File: src/rtl/systolic_pkg.sv
// Shared types and helpers for the systolic operand skew feeder.
package systolic_pkg;

  typedef enum logic [1:0] {FS_IDLE, FS_LOAD, FS_FEED} feeder_state_t;

  function automatic int feed_len(input int lanes, input int depth);
    return depth + lanes - 1;
  endfunction

endpackage

File: src/rtl/skew_lane_shifter.sv
// One array-edge lane: holds a captured operand word and emits element[t-OFFSET]
// while t sits inside this lane's diagonal window.
module skew_lane_shifter
  import systolic_pkg::*;
#(
  parameter int DEPTH  = 2,
  parameter int DATA_W = 8,
  parameter int OFFSET = 0,
  parameter int T_W    = 2
) (
  input  logic                    clk,
  input  logic                    reset,
  input  logic                    load,
  input  logic [DEPTH*DATA_W-1:0] word,
  input  logic                    emit,
  input  logic                    clear,
  input  logic [T_W-1:0]          t,
  output logic [DATA_W-1:0]       data,
  output logic                    valid
);

  logic [DEPTH*DATA_W-1:0] held;
  logic [DATA_W-1:0]       elem;
  logic                    in_win;

  // Unrolled match keeps every select constant-indexed.
  always_comb begin
    elem   = '0;
    in_win = 1'b0;
    for (int k = 0; k < DEPTH; k++) begin
      if (int'(t) == OFFSET + k) begin
        elem   = held[k*DATA_W +: DATA_W];
        in_win = 1'b1;
      end
    end
  end

  always_ff @(posedge clk or posedge reset) begin
    if (reset) begin
      held  <= '0;
      data  <= '0;
      valid <= 1'b0;
    end else begin
      if (load) held <= word;
      if (clear) begin
        data  <= '0;
        valid <= 1'b0;
      end else if (emit) begin
        data  <= elem;
        valid <= in_win;
      end
    end
  end

endmodule

File: src/rtl/systolic_skew_feeder.sv
// Operand staging buffer feeding the systolic array edge with a diagonal skew.
// Optional freeze input enabled by defining SKEW_FEEDER_STALL_EN.
module systolic_skew_feeder
  import systolic_pkg::*;
#(
  parameter int LANES  = 2,
  parameter int DEPTH  = 2,
  parameter int DATA_W = 8
) (
  input  logic                    clk,
  input  logic                    reset,
  input  logic [0:LANES-1]        load_lane,
  input  logic [DEPTH*DATA_W-1:0] load_data,
  input  logic                    feed_start,
  output logic [LANES*DATA_W-1:0] lane_data,
  output logic [LANES-1:0]        lane_valid,
  output logic                    busy,
  output logic                    done,
  output logic                    load_err
`ifdef SKEW_FEEDER_STALL_EN
  ,
  input  logic                    stall
`endif
);

  localparam int             FEED_LEN = feed_len(LANES, DEPTH);
  localparam int             T_W      = $clog2(FEED_LEN + 1);
  localparam logic [T_W-1:0] T_LAST   = T_W'(FEED_LEN - 1);

  feeder_state_t    state;
  logic [LANES-1:0] ld, mask, mask_nxt, cap;
  logic [T_W-1:0]   t;
  logic             drain, hold, emit, clear;

`ifdef SKEW_FEEDER_STALL_EN
  assign hold = stall;
`else
  assign hold = 1'b0;
`endif

  always_comb begin
    ld = '0;
    for (int i = 0; i < LANES; i++) ld[i] = load_lane[i];
  end

  assign mask_nxt = mask | ld;
  assign cap      = (state != FS_FEED) ? ld : '0;
  // drain marks that the last step is already on the outputs; the next advance retires it.
  assign emit     = (state == FS_FEED) && !hold && !drain;
  assign clear    = (state == FS_FEED) && !hold && drain;
  assign busy     = ((state == FS_LOAD) && (|mask)) || (state == FS_FEED);

  always_ff @(posedge clk or posedge reset) begin
    if (reset) begin
      state    <= FS_IDLE;
      mask     <= '0;
      t        <= '0;
      drain    <= 1'b0;
      done     <= 1'b0;
      load_err <= 1'b0;
    end else begin
      done <= 1'b0;
      case (state)
        FS_IDLE: begin
          if (|ld) begin
            mask  <= ld;
            state <= FS_LOAD;
          end
        end
        FS_LOAD: begin
          mask <= mask_nxt;
          if (feed_start && (&mask_nxt)) begin
            state <= FS_FEED;
            t     <= '0;
            drain <= 1'b0;
          end
        end
        FS_FEED: begin
          if (|ld) load_err <= 1'b1;
          if (!hold) begin
            if (drain) begin
              state <= FS_IDLE;
              done  <= 1'b1;
              mask  <= '0;
              drain <= 1'b0;
            end else if (t == T_LAST) begin
              drain <= 1'b1;
            end else begin
              t <= t + 1'b1;
            end
          end
        end
        default: state <= FS_IDLE;
      endcase
    end
  end

  for (genvar i = 0; i < LANES; i++) begin : g_lane
    skew_lane_shifter #(
      .DEPTH (DEPTH),
      .DATA_W(DATA_W),
      .OFFSET(i),
      .T_W   (T_W)
    ) u_lane (
      .clk  (clk),
      .reset(reset),
      .load (cap[i]),
      .word (load_data),
      .emit (emit),
      .clear(clear),
      .t    (t),
      .data (lane_data[i*DATA_W +: DATA_W]),
      .valid(lane_valid[i])
    );
  end

endmodule

File: config.mk
export PLATFORM = sky130hd
export DESIGN_NAME = systolic_skew_feeder
export DESIGN_NICKNAME = d
export VERILOG_FILES = /design/src/rtl/systolic_pkg.sv /design/src/rtl/skew_lane_shifter.sv /design/src/rtl/systolic_skew_feeder.sv
export SDC_FILE = /design/constraint.sdc
export NUM_CORES = 1
export LEC_CHECK = 0
export CAP_MARGIN = 25
export CORE_MARGIN = 1.5
export CORE_UTILIZATION = 45
export DETAILED_ROUTE_END_ITERATION = 10
export GPL_ROUTABILITY_DRIVEN = 0
export GPL_TIMING_DRIVEN = 0
export MAX_ROUTING_LAYER = met4
export PLACE_DENSITY = 0.69
export SYNTH_ARGS = -nofsm -noshare
export SYNTH_HDL_FRONTEND = slang
export SYNTH_SLANG_ARGS = --single-unit
export TNS_END_PERCENT = 10
File: constraint.sdc
create_clock -name clk -period 3.6 [get_ports clk]
set_input_delay 0.72 -clock clk [delete_from_list [all_inputs] [get_ports clk]]
set_output_delay 0.72 -clock clk [all_outputs]
set_load 0.005 [all_outputs]
==> impl_metrics.py <==
metrics = {
    "timing": {
        "layout_min_cycle_time_ps": 2910,
        "max_freq_mhz": 343,
        "final_max_slew_viol_count": 0,
        "slew_headroom": 0.543,
        "fin_tns_setup_ps": 0,
        "min_period_over_period": 0.810,
        "tightest_slew_ps": 684,
        "hold_viol": 0,
        "setup_viol": 0,
        "fin_skew_ps": 4.69,
        "rsz0062_at_grt": "false",
    },
    "global_routing": {
        "grt_pass1_wl_mm": 8.82,
        "grt_max_degree": 33,
        "grt.overflow.total": 0,
        "antenna_found_initial": 0,
        "grt_usage": 0.193,
        "grt_pass1_vias": 1799,
    },
    "logic_synthesis": {
        "syn_area_um2": 2630,
        "synth_cells": 212,
        "synth_compound_area_frac": 0.147,
        "synth_nets": 240,
        "synth_top_family_by_area": "compound AO/OA/AOI/OAI gates",
        "synth_seq_cells": 59,
        "synth-simple-area-share": 0.0665,
        "synth-xor-area-share": 0,
        "synth_cell_type_count": 35,
        "ys_seq_area_frac": 0.561,
        "yosys_warnings": 0,
        "postSynthAreaPerCell_um2": 12.4,
        "synthMuxAreaShare": 0.147,
        "synth_fa_ha_area_frac": 0.0333,
    },
    "clock_tree": {
        "cts_resized": 0,
        "cts_hold_buffers": 0,
        "cts_setup_buffers": 0,
        "cts.htree.levels": 3,
        "numCtsBuffers": 9,
        "path_clk_slew_ps": 60,
        "root_buffer": "clkbuf_8",
        "cts_tree": "done",
        "clk_path_buf_depth": 2,
        "clk_latency_ps": 330,
        "cts_num_sinks": 59,
    },
    "power_and_ir_drop": {
        "netSwitchingPower_mw": 0.859,
        "leakage_nw": 1.44,
        "internal_power_mw": 1.73,
        "power.total_mw": 2.59,
        "p_comb_frac": 0.406,
        "p_seq_frac": 0.396,
        "power_density_nw_per_um2": 781,
        "pwr-share-clk": 0.197,
        "swShare": 0.331,
        "peakVddDrop_uv": 355,
    },
    "detailed_routing": {
        "drtAntennaViolNets": 0,
        "remaining_drc_errors": 0,
        "num_vias": 1818,
        "routed_via_density": 5.35,
        "wire_per_inst_um": 15.1,
        "drt-initial-drc-count": 67,
        "drt_first_pass_iters": 4,
        "drt_wl_total_mm": 5.13,
    },
    "min_path": {
        "hp-start": "load_err",
        "hold_end": "load_err",
        "hold_path.class": "reg -> reg",
        "min_path_cells": 1,
    },
    "setup_path": {
        "regToRegStartpoint": "state[0]",
        "end_kind": "primary output",
        "reg2reg_to": "g_lane[1].u_lane.held[5]",
        "cp-start-kind": "register",
        "crit_type": "reg -> out",
        "rrSetupSlack_ps": 1760,
        "rr_worst_depth": 6,
        "arrival_ps": 2190,
        "cp_max_fo": 10,
        "worstPathRequired_ps": 2880,
    },
    "placed_design": {
        "dp_cells": 326,
        "dp_hpwl_mm": 3.73,
        "io_buffers": 41,
    },
    "finish": {
        "final_cells": 340,
        "final_nets": 293,
        "diodes": 0,
        "area_growth_pct": 26.1,
        "layout-drive-gt1-share": 0.201,
        "fin_util": 0.596,
    },
    "floorplanning": {
        "die_h_um": 79.5,
        "die-area_um2": 6320,
        "die_x_um": 79.5,
        "io_pins": 42,
        "core.rowCount": 27,
        "core_um2": 5570,
        "start_util": 0.472,
    },
    "run": {
        "max-cap-violations": 0,
    },
    "run_status": {
        "status": "finished, final reports clean",
    },
}
## power by group through the flow
stage	sequential [mW]	combinational, mW	clock, mW
2_1_floorplan	1.01	0.725	0
3_3_place_gp	1.03	1.04	0
3_5_place_dp	1.04	1.06	0
4_1_cts	1.03	1.07	0.528
5_1_grt	1.06	1.18	0.565
6_report	1.03	1.05	0.512
## registers in the layout, indices dropped and copies added (netlist names)
name and count:
mask 2, drain 1, g_lane.u_lane.held 32, state 2, g_lane.u_lane.data 16, done 1
g_lane.u_lane.valid 2, load_err 1, t 2
## critical path, stage by stage, from the launching register on
cell,delay (ps)
dfrtp_1,360
inv_1,80
ha_1,310
inv_2,140
clkbuf_1,410
nand2_1,90
clkdlybuf4s50_1,460
## synthesized netlist by cell type
cell	count	area share
inv_2	1	0.0014
or2_4	1	0.0033
mux2_1	11	0.047
or2_2	1	0.0024
mux2_2	22	0.094
nand2_2	1	0.0024
o221ai_2	1	0.0057
buf_2	2	0.0038
a31oi_1	2	0.0048
buf_4	3	0.0086
a32o_1	1	0.0038
a22o_1	12	0.040
nor2b_1	2	0.0048
a2111oi_1	1	0.0038
a2bb2oi_1	1	0.0033
and3_1	2	0.0048
a21oi_1	3	0.0057
a211o_1	2	0.0067
a221oi_2	1	0.0057
dfrtp_1	59	0.56
buf_6	3	0.013
o21ai_0	15	0.029
mux2_4	1	0.0057
inv_1	8	0.011
and2b_2	1	0.0033
nand2_1	25	0.036
o21bai_1	1	0.0029
a22oi_1	5	0.014
nor2_1	2	0.0029
a211oi_1	1	0.0029
ha_1	7	0.033
nand2b_1	3	0.0071
clkbuf_1	5	0.0071
o211ai_1	1	0.0029
o2bb2ai_1	5	0.017
## cells in the final DEF (no fill, tap or decap), types with 3 or more instances in the layout
cell	instances
ha_1	7
o2bb2ai_1	5
o21ai_0	15
clkinv_2	3
mux2_1	11
buf_4	3
a21oi_1	3
clkdlybuf4s50_1	41
nand2_1	25
dfrtp_1	59
a22oi_1	5
clkbuf_1	5
a22o_1	12
mux2_2	22
nand2b_1	3
buf_6	3
clkbuf_8	11
inv_1	7
## how the worst max path moves through the flow
stage,from,cells past startpoint,to
6_report,state[0],6,busy
3_3_place_gp,reset,2,g_lane[0].u_lane.held[8]
4_1_cts,state[0],6,busy
5_1_grt,state[0],6,busy
3_5_place_dp,state[0],6,busy
2_1_floorplan,reset,1,done
## stage by stage
stage                     cell area, µm²  worst slack (ps)  hold slack [ps]
after global routing                3320               507              509
after CTS                           3320               630              487
after floorplan                     2630              1420              458
after detailed placement            3150               987              461
final                               3320               685              477
after global placement              3130               357              464
## final cells by class
class	instances	area (µm²)
fill	483	2250
sequential	59	1480
multi-input combinational	131	1040
timing repair buffer	42	430
clock buffer	11	151
tap	72	90.1
buffer	13	85.1
inverter	9	33.8
clock inverter	3	15.0
## cell families (layout without fill, tap and decap cells)
family,Yosys count,in the layout
flip-flops,59,59
multiplexers,34,34
AO/OA/AOI/OAI,52,52
buffers and inverters,22,78
adder cells (fa/ha/maj),7,7
AND/OR/NAND/NOR,38,38
## layer usage
layer	track usage	vias up	share of wire	routed length, µm
met5	-	-	0	0
met4	0.0684	0	0.011	59
met3	0.0651	5	0.040	203
met2	0.271	36	0.46	2380
met1	0.260	908	0.49	2490
li1	-	869	-	-
Note: power is estimated with default switching activity, not from simulation.
